File: config.mk
export PLATFORM = sky130hd
export DESIGN_NAME = regfile_port_scheduler
export DESIGN_NICKNAME = d
export VERILOG_FILES = /design/src/rtl/regfile_sched_pkg.sv /design/src/rtl/rr_arbiter.sv /design/src/rtl/regfile_port_scheduler.sv
export SDC_FILE = /design/constraint.sdc
export NUM_CORES = 1
export LEC_CHECK = 0
export BUFFER_PORTS_ARGS = -buffer_cell sky130_fd_sc_hd__clkbuf_2
export CORE_ASPECT_RATIO = 0.6
export CORE_MARGIN = 2
export CORE_UTILIZATION = 49
export CTS_BUF_LIST = sky130_fd_sc_hd__clkbuf_8
export DETAILED_ROUTE_END_ITERATION = 16
export GPL_TIMING_DRIVEN = 1
export PLACE_DENSITY = 0.89
export SKIP_LAST_GASP = 1
export SLEW_MARGIN = 20
export SYNTH_ARGS = -nofsm -noshare
export SYNTH_HDL_FRONTEND = slang
export SYNTH_SLANG_ARGS = --single-unit
File: constraint.sdc
create_clock -name clk -period 8.3 [get_ports clk]
set_clock_uncertainty 0.2 [all_clocks]
set_input_delay 0 -clock clk [delete_from_list [all_inputs] [get_ports clk]]
set_output_delay 0 -clock clk [all_outputs]
set_load 0.005 [all_outputs]
File: src/rtl/regfile_sched_pkg.sv
// regfile_sched_pkg: shared types and helpers for the register-file port scheduler
package regfile_sched_pkg;
  typedef enum logic [1:0] {IDLE, MOV_READ, MOV_WRITE} sched_state_t;
  typedef enum logic {OP_WRITE = 1'b0, OP_MOV = 1'b1} sched_op_t;
  function automatic int pc_index(int regs);
    return regs - 1;
  endfunction
  localparam int PC_INDEX = pc_index(16);
endpackage

File: src/rtl/rr_arbiter.sv
// rr_arbiter: combinational round-robin pick of the first valid requester at or after rr_ptr
module rr_arbiter #(
  parameter int N = 4,
  parameter int W = $clog2(N)
) (
  input  logic [N-1:0] valid,
  input  logic [W-1:0] rr_ptr,
  output logic [N-1:0] grant,
  output logic [W-1:0] id,
  output logic         any_valid
);
  logic found;
  assign any_valid = |valid;
  always_comb begin
    grant = '0;
    id = '0;
    found = 1'b0;
    for (int i = 0; i < N; i++)
      if (!found && valid[(int'(rr_ptr) + i) % N]) begin
        found = 1'b1;
        grant[(int'(rr_ptr) + i) % N] = 1'b1;
        id = W'((int'(rr_ptr) + i) % N);
      end
  end
endmodule

File: src/rtl/regfile_port_scheduler.sv
// regfile_port_scheduler: round-robin sharing of one bank write port and one read port,
// with two-cycle MOV sequencing and PC write protection
module regfile_port_scheduler import regfile_sched_pkg::*; #(
  parameter int NumRequesters     = 4,
  parameter int RegisterSize      = 32,
  parameter int AmountOfRegisters = 16,
  parameter int IndexWidth        = 4
) (
  input  logic                                  clk,
  input  logic                                  reset,
  input  logic [NumRequesters-1:0]              req_valid,
  output logic [NumRequesters-1:0]              req_ready,
  input  logic [NumRequesters-1:0]              req_op,
  input  logic [NumRequesters*IndexWidth-1:0]   req_dst,
  input  logic [NumRequesters*IndexWidth-1:0]   req_src,
  input  logic [NumRequesters*RegisterSize-1:0] req_data,
  output logic                                  rf_write_en,
  output logic [IndexWidth-1:0]                 rf_write_reg,
  output logic [RegisterSize-1:0]               rf_write_value,
  output logic [IndexWidth-1:0]                 rf_read_reg,
  input  logic [RegisterSize-1:0]               rf_read_value,
  output logic                                  done_valid,
  output logic [$clog2(NumRequesters)-1:0]      done_id,
  output logic                                  err_pc_write
);
  localparam int IdW = $clog2(NumRequesters);
  localparam logic [IndexWidth-1:0] PcIdx = IndexWidth'(pc_index(AmountOfRegisters));
  sched_state_t state_q, state_d;
  logic [IdW-1:0] rr_q, rr_d, id_q, id_d, did_q, did_d, win_id;
  logic [IndexWidth-1:0] dst_q, dst_d, wreg_q, wreg_d, rreg_q, rreg_d, sel_dst, sel_src;
  logic [RegisterSize-1:0] wval_q, wval_d, sel_data;
  logic we_q, we_d, dv_q, dv_d, err_q, err_d, any_valid, reject;
  logic [NumRequesters-1:0] grant;
  rr_arbiter #(.N(NumRequesters)) u_arb (
    .valid(req_valid), .rr_ptr(rr_q), .grant(grant), .id(win_id), .any_valid(any_valid)
  );
  assign sel_dst = req_dst[win_id*IndexWidth +: IndexWidth];
  assign sel_src = req_src[win_id*IndexWidth +: IndexWidth];
  assign sel_data = req_data[win_id*RegisterSize +: RegisterSize];
  assign reject = sel_dst == PcIdx && win_id != '0;
  // Grant is combinational so a WRITE can be accepted every cycle while idle
  assign req_ready = (state_q == IDLE && !reset) ? grant : '0;
  assign rf_write_en = we_q;
  assign rf_write_reg = wreg_q;
  assign rf_write_value = wval_q;
  assign rf_read_reg = rreg_q;
  assign done_valid = dv_q;
  assign done_id = did_q;
  assign err_pc_write = err_q;
  always_comb begin
    state_d = state_q;
    rr_d = rr_q;
    id_d = id_q;
    dst_d = dst_q;
    wreg_d = wreg_q;
    wval_d = wval_q;
    rreg_d = rreg_q;
    did_d = did_q;
    we_d = 1'b0;
    dv_d = 1'b0;
    err_d = 1'b0;
    case (state_q)
      IDLE: if (any_valid) begin
        rr_d = win_id == IdW'(NumRequesters - 1) ? '0 : win_id + 1'b1;
        id_d = win_id;
        dst_d = sel_dst;
        did_d = reject || sched_op_t'(req_op[win_id]) == OP_WRITE ? win_id : did_q;
        dv_d = reject || sched_op_t'(req_op[win_id]) == OP_WRITE;
        err_d = reject;
        if (!reject && sched_op_t'(req_op[win_id]) == OP_MOV) begin
          state_d = MOV_READ;
          rreg_d = sel_src;
        end else if (!reject) begin
          we_d = 1'b1;
          wreg_d = sel_dst;
          wval_d = sel_data;
        end
      end
      MOV_READ: state_d = MOV_WRITE;
      MOV_WRITE: begin
        state_d = IDLE;
        we_d = 1'b1;
        wreg_d = dst_q;
        wval_d = rf_read_value;
        dv_d = 1'b1;
        did_d = id_q;
      end
      default: state_d = IDLE;
    endcase
  end
  always_ff @(posedge clk or posedge reset)
    if (reset) begin
      state_q <= IDLE;
      rr_q <= '0;
      id_q <= '0;
      dst_q <= '0;
      wreg_q <= '0;
      wval_q <= '0;
      rreg_q <= '0;
      did_q <= '0;
      we_q <= 1'b0;
      dv_q <= 1'b0;
      err_q <= 1'b0;
    end else begin
      state_q <= state_d;
      rr_q <= rr_d;
      id_q <= id_d;
      dst_q <= dst_d;
      wreg_q <= wreg_d;
      wval_q <= wval_d;
      rreg_q <= rreg_d;
      did_q <= did_d;
      we_q <= we_d;
      dv_q <= dv_d;
      err_q <= err_d;
    end
endmodule
==> summary.md, run 1 <==
* 5 — number of buffers created by CTS
* 604 — DRC violation total after the first TritonRoute iteration
* buffers and inverters — Largest delay share family, worst path
* 0.353 — GRT Total Usage
* 0.191 — share of power burned in registers
* 9580 um^2 — die area
* simple AND/OR/NAND/NOR gates — dominant combinational cell family by area after synthesis
* 55 — count of state elements after synthesis
* 0 — count of yosys warnings during synthesis
* 76.6 um — Die Y
* 0.231 mV — largest vdd supply drop
* 0.0532 — share of cell area taken by muxes after synthesis
* 16.8 um — WL/cell
* 0.758 — Final Util
* 426 nW/um^2 — cell area power density
* 0.0261 — synthesized-area fraction occupied by adder cells
* 927 — number of placed instances, taps included
* 0 — grt total ovfl
* 0 — number of synthesized flops with an enable pin
* 10.9 mm — HPWL after detailed placement
* 84 — largest net degree at the start of global routing
* 615 — synthesized netlist cell count
* 0.483 — share of total power consumed by net switching
* 1118 — Total Nets Final
* 46 — number of unique standard cell types used by synthesis
* 0 — number of antenna repair diodes
* reg -> reg — kind of critical path
* sky130_fd_sc_hd__dfrtp_1 — master of the slowest instance on the critical path
* 2.75 mW — Power, Total
* 7.00 um^2 — mean instance size in the synthesized netlist
* 1.33 mW — net switching power figure
* 826 — net count after synthesis
* 5640 ps — CP Data Arrival Time
* 0.164 — compound-gate portion of the synthesized area
* 1.42 mW — internal power contribution
* 5.83 — vias per inst
* 0 — Resize count post-CTS
* 49.9% — Area growth syn-to-layout
* 0 ps — setup TNS after final layout
* 251 — num ports
* 0.375 — Post-Synth Simple-Gate Area
* 300 ps — later-pin clock latency in the skew report
* 0 — XOR/XNOR Fraction of Synth Area
* 2 — H-tree Lvls
* 0 — max capacitance violation total
* 760 ps — delay contributed by the slowest stage of the critical path
* done — CTS tree
* 5826 — number of global-route vias before repair
* 1.00 — Async S/R FF share, synth
* 5600 ps — min cycle time layout
* 32 — flip-flop count of the largest register after layout
* 125 um — Horiz. Die Dim
* in -> reg — class of the worst hold path
* 0.505 — initial cell density of the core
* 40 — highest fanout seen on the critical path
* 55 — clock sink total
* 6 — First-pass DRT Iterations
* 0 — number of buffers inserted to repair setup after CTS
* 0.320 — post-synthesis sequential area ratio
* 0.674 — Period Utilization, post-route
* flip-flop — CP Launch Type
* 26 — placement row count
* sky130_fd_sc_hd__dfrtp_1 — predominant post-synthesis flop cell
* 0 — count of final setup violators
* 179 MHz — Max Clock Freq
* flip-flop — crit path capture type
* 1020 — final standard cell count with taps included and fillers excluded
* 28.0 mm — first-pass GRT wire length
* 0.917 — Final Wtd Congestion
* 0 — antenna violations before repair
* 8520 um^2 — placeable core region
* 17.1 mm — total wire length after detailed routing
* inv_1 > ha_1 > mux4_2 > nand2b_4 > a41oi_1 > nand2b_2 > inv_2 > mux2i_1 > or2_2 > o21ai_0 > a31oi_1 > dlygate4sd3_1 — cell-by-cell listing of the critical path
* 3 — Buffers & Inverters on Critical Path
* 0.053 — clock network fraction of design power
* 4310 um^2 — netlist area before placement
* 821 ps — transition time at the pin with the least slew margin
* 0 — number of slew-limit violations in the final report
* false — RSZ-0062 raised after global routing
* 5950 — overall via count from detail_route
* 2 — buffer depth of the longest clock path
* 250 — Port Buffer Count
* 0.315 — ratio of cells with drive above 1 in the final layout
* 8340 ps — required time at the worst-slack endpoint
* 0 — final hold violations
* 0.756 — proportion of power drawn by combinational gates
* 0 — post-route DRC violation count
* complete, no violations — result of the run
* 100 ps — clock transition at the registers of the reported paths
* sky130_fd_sc_hd__clkbuf_8 — clock root cell
* 0.453 — worst relative slew slack
* 0 — final antenna-violating net count
* 3.27 nW — leakage power total
[synthesized netlist by cell type, drive strengths merged, types with 2 or more instances]
cell	count	share of area
o211ai	3	0.0064
clkbuf	48	0.042
dfrtp	55	0.32
a221oi	4	0.0081
a22oi	4	0.0070
or3	3	0.0044
mux2	5	0.017
o21ai	46	0.053
nor2b	2	0.0029
nand3	71	0.083
nor3b	2	0.0035
ha	9	0.026
mux2i	9	0.021
a211oi	2	0.0046
a21o	5	0.0087
nand3b	2	0.0035
a31oi	41	0.060
inv	6	0.0052
nand2b	4	0.0076
buf	9	0.015
nor2	52	0.045
nand4	40	0.060
and3	6	0.0099
mux4	3	0.016
a21oi	2	0.0023
or2	2	0.0029
nand2	170	0.15
o31a	2	0.0041
[through the flow]
stage | instance area [um^2] | setup slack (ps) | hold slack [ps]
3_5_place_dp | 5520 | 3010 | 27.1
3_3_place_gp | 5520 | 3230 | 25.6
4_1_cts | 6460 | 2540 | 18.9
2_1_floorplan | 4310 | 4480 | -35.6
6_report | 6460 | 2700 | 28.0
5_1_grt | 6460 | 2410 | 29.3
[routing by layer]
metal	share of wire	track usage	vias up
li1	-	-	2749
met1	0.38	0.429	2731
met2	0.49	0.626	403
met3	0.092	0.0548	67
met4	0.037	0.153	0
met5	0	0	-
[cells in the final DEF (no fill, tap or decap), drive strengths merged, types with 3 or more instances in the layout]
cell type    count
and3             6
ha               9
nand3           71
nand4           40
a221oi           4
buf              7
o21ai           46
nand2b           4
inv              8
a21o             5
dlygate4sd3     85
mux4             3
nor2            52
a31oi           41
mux2i            9
or3              3
nand2          170
dfrtp           55
o211ai           3
a22oi            4
clkbuf         255
mux2             5
[what timing repair did]
action,4_1_cts,5_1_grt
hold endpoints to repair,96,0
hold buffers,85,0
setup endpoints to repair,0,0
[power groups by stage]
| stage | sequential [mW] | combinational [mW] | clock, mW |
|---|---|---|---|
| 4_1_cts | 0.522 | 2.01 | 0.146 |
| 3_3_place_gp | 0.520 | 1.57 | 0 |
| 2_1_floorplan | 0.504 | 1.19 | 0 |
| 6_report | 0.525 | 2.08 | 0.145 |
| 3_5_place_dp | 0.528 | 1.64 | 0 |
| 5_1_grt | 0.539 | 2.27 | 0.159 |
[cell type report]
type | instances | area, um^2
multi-input combinational | 497 | 2680
timing repair buffer | 342 | 2150
fill | 649 | 2070
sequential | 55 | 1380
tap | 112 | 140
clock buffer | 5 | 68.8
inverter | 6 | 22.5
clock inverter | 3 | 12.5
[cells by family (layout without fill, tap and decap cells)]
logic type / Yosys count / count (layout)
fa+ha+maj: 9 / 9
compound gates: 114 / 114
simple gates: 357 / 357
flops: 55 / 55
buf+inv: 63 / 356
mux: 17 / 17
[tightest hold or removal path, stage by stage]
cell and delay (ps):
sky130_fd_sc_hd__clkbuf_2 90, sky130_fd_sc_hd__mux2i_1 100, sky130_fd_sc_hd__o211ai_1 170, sky130_fd_sc_hd__nand4_1 110
[path summary, 6_finish.rpt]
| check | startpoint | end | slack, ps | depth (start not counted) |
|---|---|---|---|---|
| max in group asynchronous | reset | dst_q[2]$_DFFE_PP0P_ | 7230 | 4 |
| worst min register to register | id_q[1]$_DFFE_PP0P_ | id_q[1]$_DFFE_PP0P_ | 300 | 1 |
| worst max register to register | rr_q[0]$_DFFE_PP0P_ | rf_write_value[17]$_DFFE_PP0P_ | 2700 | 12 |
| worst max-delay path | rr_q[0]$_DFFE_PP0P_ | rf_write_value[17]$_DFFE_PP0P_ | 2700 | 12 |
| min in group asynchronous | reset | rr_q[0]$_DFFE_PP0P_ | 220 | 4 |
| worst min-delay path | req_op[3] | done_id[0]$_DFFE_PP0P_ | 30 | 4 |
No activity file was read; power rests on OpenSTA's default activity.
==> run 2: changes to the inputs <==
Settings changed: CORE_UTILIZATION 49 to 46, PLACE_DENSITY 0.89 to 0.85.
Clock period 8.3 ns to 5.2 ns, I/O delays scaled along.
==> run 2 against run 1 <==
Effect of this change:
- wire length down 5.8%
- setup slack worse by 2200 ps
- power up 59%
- worst hold slack worse by 19 ps
- combinational power up 60%
- first-iteration DRC count down 21%
- sequential share of layout area down 0.19 points
- critical path depth up 2
- cell count up 1.1%
- die area up 6.2%
- register-to-register slack worse by 2200 ps
- largest cell class unchanged
==> summary.md, run 2 (same netlist as run 1, synthesis figures left out) <==
* complete, no violations — result of the run, unchanged
* reg -> reg — kind of critical path, unchanged
* 79.0 um — Die Y, was 76.6 um
* 1031 — final standard cell count with taps included and fillers excluded, was 1020
* sky130_fd_sc_hd__buf_4 — master of the slowest instance on the critical path, was sky130_fd_sc_hd__dfrtp_1
* flip-flop — crit path capture type, unchanged
* 758 — filler cell count in the final layout, was 649
* in -> reg — class of the worst hold path, unchanged
* 5 — number of buffers created by CTS, unchanged
* 14 — number of cells on the worst reg-to-reg path, was 12
* 5 — Buffers & Inverters on Critical Path, was 3
* 27 — placement row count, was 26
* 15.6 um — WL/cell, was 16.8 um
* sky130_fd_sc_hd__clkbuf_8 — clock root cell, unchanged
* 0 — grt total ovfl, unchanged
* 9120 um^2 — placeable core region, was 8520 um^2
* buf_4 > inv_1 > ha_1 > nand2b_1 > a21oi_1 > o21a_2 > buf_4 > mux2i_1 > mux2i_1 > or2_1 > buf_4 > o21ai_0 > a31oi_1 > dlygate4sd3_1 — cell-by-cell listing of the critical path, was inv_1 > ha_1 > mux4_2 > nand2b_4 > a41oi_1 > nand2b_2 > inv_2 > mux2i_1 > or2_2 > o21ai_0 > a31oi_1 > dlygate4sd3_1
* false — RSZ-0062 raised after global routing, unchanged
* 2 — buffer depth of the longest clock path, unchanged
* 250 — Port Buffer Count, unchanged
* 11.0 mm — HPWL after detailed placement, was 10.9 mm
* 0.892 — Final Wtd Congestion, was 0.917
* 669 nW/um^2 — cell area power density, was 426 nW/um^2
* 5722 — overall via count from detail_route, was 5950
* 211 MHz — Max Clock Freq, was 179 MHz
* 0 — antenna violations before repair, unchanged
* 0 — count of final setup violators, unchanged
* 1125 — Total Nets Final, was 1118
* sky130_fd_sc_hd__buf_4 — most used cell along the critical path
* 4790 ps — CP Data Arrival Time, was 5640 ps
* buffers and inverters — Largest delay share family, worst path, unchanged
* 478 — DRC violation total after the first TritonRoute iteration, was 604
* 300 ps — later-pin clock latency in the skew report, about the same
* 129 um — Horiz. Die Dim, was 125 um
* 0 — number of buffers inserted to repair setup after CTS, unchanged
* 5 — First-pass DRT Iterations, was 6
* 0 — number of slew-limit violations in the final report, unchanged
* 0 ps — setup TNS after final layout, unchanged
* rf_write_value[11]$_DFFE_PP0P_ — Crit Reg-Reg Endpoint, was rf_write_value[17]$_DFFE_PP0P_
* 0.308 — GRT Total Usage, was 0.353
* 5385 — number of global-route vias before repair, was 5826
* 10200 um^2 — die area, was 9580 um^2
* 938 — number of placed instances, taps included, was 927
* 0 — post-route DRC violation count, unchanged
* 3.30 nW — leakage power total, was 3.27 nW
* 5240 ps — required time at the worst-slack endpoint, was 8340 ps
* 51.3% — Area growth syn-to-layout, was 49.9%
* 25.3 mm — first-pass GRT wire length, was 28.0 mm
* 14 — stages on the worst setup path, was 12
* 809 ps — transition time at the pin with the least slew margin, was 821 ps
* 32 — flip-flop count of the largest register after layout, unchanged
* 83 — highest fanout seen on the critical path, was 40
* 0 — final antenna-violating net count, unchanged
* 0 — max capacitance violation total, unchanged
* 55 — clock sink total, unchanged
* flip-flop — CP Launch Type, unchanged
* 0 — number of antenna repair diodes, unchanged
* rr_q[0]$_DFFE_PP0P_ — worst setup path startpoint, unchanged
* 0.461 — worst relative slew slack, was 0.453
* 0.319 — ratio of cells with drive above 1 in the final layout, was 0.315
* 100 ps — clock transition at the registers of the reported paths, about the same
* 4740 ps — min cycle time layout, was 5600 ps
* sky130_fd_sc_hd__clkbuf_2, sky130_fd_sc_hd__nand2_1, sky130_fd_sc_hd__dlygate4sd3_1, sky130_fd_sc_hd__nand3_1, sky130_fd_sc_hd__dfrtp_1 — highest-count cells in the layout ignoring fill and taps, unchanged
* 251 — num ports, unchanged
* 2 — H-tree Lvls, unchanged
* 16.1 mm — total wire length after detailed routing, was 17.1 mm
* done — CTS tree, unchanged
* 0.912 — Period Utilization, post-route, was 0.674
* 84 — largest net degree at the start of global routing, unchanged
* 640 ps — delay contributed by the slowest stage of the critical path, was 760 ps
* sky130_fd_sc_hd__clkbuf_2 — most frequent standard cell in the layout excluding fill and tap cells, unchanged
* 0.349 mV — largest vdd supply drop, was 0.231 mV
* rf_write_value[11]$_DFFE_PP0P_ — critical path capture point, was rf_write_value[17]$_DFFE_PP0P_
* 460 ps — worst setup slack for register-to-register paths, was 2700 ps
* 0.472 — initial cell density of the core, was 0.505
* 0 — final hold violations, unchanged
* 5.55 — vias per inst, was 5.83
* rr_q[0]$_DFFE_PP0P_ — Reg2Reg Launch Point, unchanged
## run 2: cell count changes in the layout (fill, tap and decap cells not counted), sizes merged
cell / change
buf: +7
## run 2: timing repair
item,4_1_cts,5_1_grt
endpoints found under the hold margin,96,0
gates resized for setup,0,1
hold buffers,85,0
setup endpoints to repair,0,3
## run 2: worst register-to-register path: stages, from the launching register on
cell and delay (ps):
sky130_fd_sc_hd__dfrtp_1 340, sky130_fd_sc_hd__buf_4 230, sky130_fd_sc_hd__inv_1 160, sky130_fd_sc_hd__ha_1 450
sky130_fd_sc_hd__nand2b_1 80, sky130_fd_sc_hd__a21oi_1 140, sky130_fd_sc_hd__o21a_2 170, sky130_fd_sc_hd__buf_4 640
sky130_fd_sc_hd__mux2i_1 240, sky130_fd_sc_hd__mux2i_1 230, sky130_fd_sc_hd__or2_1 540, sky130_fd_sc_hd__buf_4 330
sky130_fd_sc_hd__o21ai_0 110, sky130_fd_sc_hd__a31oi_1 220, sky130_fd_sc_hd__dlygate4sd3_1 590
## run 2: through the flow
step / area, um^2 / power, mW / util / setup slack [ps] / hold slack (ps)
after global placement: 5580 / 3.43 / 0.612 / 1080 / -238
after CTS: 6510 / 4.27 / 0.714 / 439 / 3.94
final: 6520 / 4.36 / 0.714 / 457 / 8.74
after detailed placement: 5580 / 3.48 / 0.612 / 997 / -240
after global routing: 6520 / 4.74 / 0.714 / 133 / 36.4
after floorplan: 4310 / 2.71 / - / 1380 / -35.6
## run 2: worst min path at each step
| stage | slack (ps) | start | endpoint | cells after the start |
|---|---|---|---|---|
| after floorplan | -40 | rf_read_value[0] | rf_write_value[0]$_DFFE_PP0P_ | 2 |
| after global placement | -240 | reset | rf_write_value[9]$_DFFE_PP0P_ | 2 |
| after detailed placement | -240 | reset | err_pc_write$_DFF_PP0_ | 2 |
| after CTS | 4 | req_dst[2] | dst_q[2]$_DFFE_PP0P_ | 5 |
| after global routing | 40 | req_op[3] | done_id[0]$_DFFE_PP0P_ | 4 |
| final | 9 | req_dst[2] | dst_q[2]$_DFFE_PP0P_ | 5 |
## run 2: cell type report
type,instances,area (um^2),share of cell area
Inverter,6,22.5,0.00346
Timing Repair Buffer,349,2210,0.339
Tap cell,116,145,0.0223
Clock inverter,3,12.5,0.00192
Multi-Input combinational cell,497,2680,0.412
Clock buffer,5,68.8,0.0106
Sequential cell,55,1380,0.211
## run 2: where the power goes
part / switching [mW] / total [mW] / leakage, nW / internal (mW)
registers: 0.136 / 0.807 / 0.653 / 0.671
clock network: 0.136 / 0.227 / 0.0505 / 0.0912
logic: 1.79 / 3.33 / 2.60 / 1.54
total: 2.06 / 4.36 / 3.30 / 2.30
## run 2: per-layer routing
metal | wire, um | GRT usage
met1 | 6840 | 0.409
met2 | 7830 | 0.534
met3 | 1130 | 0.0418
met4 | 301 | 0.0783
met5 | 0 | 0
==> run 3: changes to the inputs <==
Settings changed: BUFFER_PORTS_ARGS -buffer_cell sky130_fd_sc_hd__clkbuf_2 to -buffer_cell sky130_fd_sc_hd__buf_2, CTS_CLUSTER_DIAMETER from default to 100, MAX_ROUTING_LAYER from default to met4.
==> run 3 against run 2 <==
Effect of this change:
- wire length increased by 2.3%
- sequential share of layout area decreased by 0.065 points
- clock-buffer cell count increased by 1
- critical path type unchanged
==> summary.md, run 3 (same netlist as run 1, synthesis figures left out) <==
* 79.0 um — Die Y, unchanged
* 0.887 — Final Wtd Congestion, was 0.892
* reg -> reg — kind of critical path, unchanged
* 0 — number of slew-limit violations in the final report, unchanged
* false — RSZ-0062 raised after global routing, unchanged
* 2 — buffer depth of the longest clock path, unchanged
* 5 — number of buffers created by CTS, unchanged
* 420 ps — worst setup slack for register-to-register paths, was 460 ps
* 0 — post-route DRC violation count, unchanged
* 0 — final hold violations, unchanged
* 0 — antenna violations before repair, unchanged
* sky130_fd_sc_hd__buf_2, sky130_fd_sc_hd__nand2_1, sky130_fd_sc_hd__dlygate4sd3_1, sky130_fd_sc_hd__nand3_1, sky130_fd_sc_hd__dfrtp_1 — highest-count cells in the layout ignoring fill and taps, was sky130_fd_sc_hd__clkbuf_2, sky130_fd_sc_hd__nand2_1, sky130_fd_sc_hd__dlygate4sd3_1, sky130_fd_sc_hd__nand3_1, sky130_fd_sc_hd__dfrtp_1
* 4830 ps — CP Data Arrival Time, was 4790 ps
* 0 — number of buffers inserted to repair setup after CTS, unchanged
* 100 ps — clock transition at the registers of the reported paths, about the same
* 5796 — overall via count from detail_route, was 5722
* 9120 um^2 — placeable core region, unchanged
* 0.392 mV — largest vdd supply drop, was 0.349 mV
* 251 — num ports, unchanged
* 2 — H-tree Lvls, unchanged
* 300 ps — later-pin clock latency in the skew report, about the same
* 0.920 — Period Utilization, post-route, was 0.912
* sky130_fd_sc_hd__buf_2 — most frequent standard cell in the layout excluding fill and tap cells, was sky130_fd_sc_hd__clkbuf_2
* 16.0 um — WL/cell, was 15.6 um
* 5329 — number of global-route vias before repair, was 5385
* 0.472 — initial cell density of the core, unchanged
* 937 — number of placed instances, taps included, was 938
* flip-flop — crit path capture type, unchanged
* 674 nW/um^2 — cell area power density, was 669 nW/um^2
* 0 — final antenna-violating net count, unchanged
* complete, no violations — result of the run, unchanged
* 0 — count of final setup violators, unchanged
* 209 MHz — Max Clock Freq, was 211 MHz
* 27 — placement row count, unchanged
* 3.26 nW — leakage power total, was 3.30 nW
* 473 — DRC violation total after the first TritonRoute iteration, was 478
* 6 — number of cells on the worst hold path, was 5
* 0 — grt total ovfl, unchanged
* 5 — First-pass DRT Iterations, unchanged
* 0.504 — worst relative slew slack, was 0.461
* 0.323 — GRT Total Usage, was 0.308
* 55 — clock sink total, unchanged
* 16.5 mm — total wire length after detailed routing, was 16.1 mm
* 250 — Port Buffer Count, unchanged
* 51.7% — Area growth syn-to-layout, was 51.3%
* 4780 ps — min cycle time layout, was 4740 ps
* done — CTS tree, unchanged
* 1030 — final standard cell count with taps included and fillers excluded, was 1031
* 25.7 mm — first-pass GRT wire length, was 25.3 mm
* 32 — flip-flop count of the largest register after layout, unchanged
* 47 — highest fanout seen on the critical path, was 83
* sky130_fd_sc_hd__clkbuf_8 — clock root cell, unchanged
* 129 um — Horiz. Die Dim, unchanged
* 0 — max capacitance violation total, unchanged
* 0 — number of antenna repair diodes, unchanged
* 1125 — Total Nets Final, unchanged
* 79 — largest net degree at the start of global routing, was 84
* in -> reg — class of the worst hold path, unchanged
* 744 ps — transition time at the pin with the least slew margin, was 809 ps
* 0 ps — setup TNS after final layout, unchanged
* 0.319 — ratio of cells with drive above 1 in the final layout, about the same
* 5250 ps — required time at the worst-slack endpoint, was 5240 ps
* 10.8 mm — HPWL after detailed placement, was 11.0 mm
* flip-flop — CP Launch Type, unchanged
* 10200 um^2 — die area, unchanged
* 13 — number of cells on the worst reg-to-reg path, was 14
* 5.63 — vias per inst, was 5.55
[run 3: changes by cell type in the layout (fill, tap and decap cells not counted), moves of 2 or more]
cell / before / now
sky130_fd_sc_hd__buf_2: 0 / 250
sky130_fd_sc_hd__buf_4: 14 / 12
sky130_fd_sc_hd__inv_1: 5 / 3
sky130_fd_sc_hd__clkbuf_2: 250 / 0
[run 3: layer usage]
metal	wire [um]	GRT usage	share of wire	vias to the layer above
met2	7820	0.526	0.47	347
met3	1450	0.0546	0.088	40
li1	-	-	-	2757
met1	6780	0.418	0.41	2652
met4	420	0.0989	0.026	0
met5	0	-	0	-
[run 3: report_power, final]
group,internal (mW),total (mW),switching [mW]
clock,0.105,0.245,0.140
sequential,0.670,0.800,0.130
combinational,1.56,3.36,1.80
[run 3: final timing paths]
check                                     from                        endpoint
max reg2reg                rr_q[1]$_DFFE_PP0P_  rf_write_value[22]$_DFFE_PP0P_
max                        rr_q[1]$_DFFE_PP0P_  rf_write_value[22]$_DFFE_PP0P_
min in group asynchronous                reset  rf_write_value[14]$_DFFE_PP0P_
min reg2reg                id_q[1]$_DFFE_PP0P_             id_q[1]$_DFFE_PP0P_
min                                 req_dst[3]     rf_write_reg[3]$_DFFE_PP0P_
max in group asynchronous                reset            dst_q[1]$_DFFE_PP0P_
[run 3: timing repair]
item | 4_1_cts | 5_1_grt
endpoints found under the hold margin | 96 | 0
hold buffers | 86 | 0
resized for setup | 0 | 1
endpoints found under the setup margin | 0 | 1
[run 3: final cells by class]
| cell class | instances | area, um^2 |
|---|---|---|
| Multi-Input combinational cell | 497 | 2680 |
| Fill cell | 764 | 2590 |
| Timing Repair Buffer | 349 | 2220 |
| Sequential cell | 55 | 1380 |
| Tap cell | 116 | 145 |
| Clock buffer | 6 | 82.6 |
| Inverter | 6 | 22.5 |
| Clock inverter | 1 | 5.00 |
[run 3: metrics by stage]
step                power (mW)  setup slack, ps  utilization  hold slack (ps)  area (um^2)
CTS                       4.31              387        0.716             83.1         6540
global route              4.78              218        0.716              117         6540
floorplan                 2.71             1380            -            -35.6         4310
global placement          3.44             1120        0.612             47.3         5590
detailed placement        3.49              937        0.612             57.1         5590
finish                    4.40              419        0.716             98.1         6540
[run 3: worst max-delay path: stages (launching register included)]
cell and delay, ps:
sky130_fd_sc_hd__dfrtp_1 510, sky130_fd_sc_hd__inv_1 160, sky130_fd_sc_hd__ha_1 410, sky130_fd_sc_hd__nor4b_1 400
sky130_fd_sc_hd__nand3b_1 210, sky130_fd_sc_hd__a41oi_1 240, sky130_fd_sc_hd__nand2b_2 160, sky130_fd_sc_hd__buf_4 450
sky130_fd_sc_hd__a21o_1 200, sky130_fd_sc_hd__a211o_1 460, sky130_fd_sc_hd__buf_4 380, sky130_fd_sc_hd__nand4_1 160
sky130_fd_sc_hd__a31oi_1 210, sky130_fd_sc_hd__dlygate4sd3_1 580
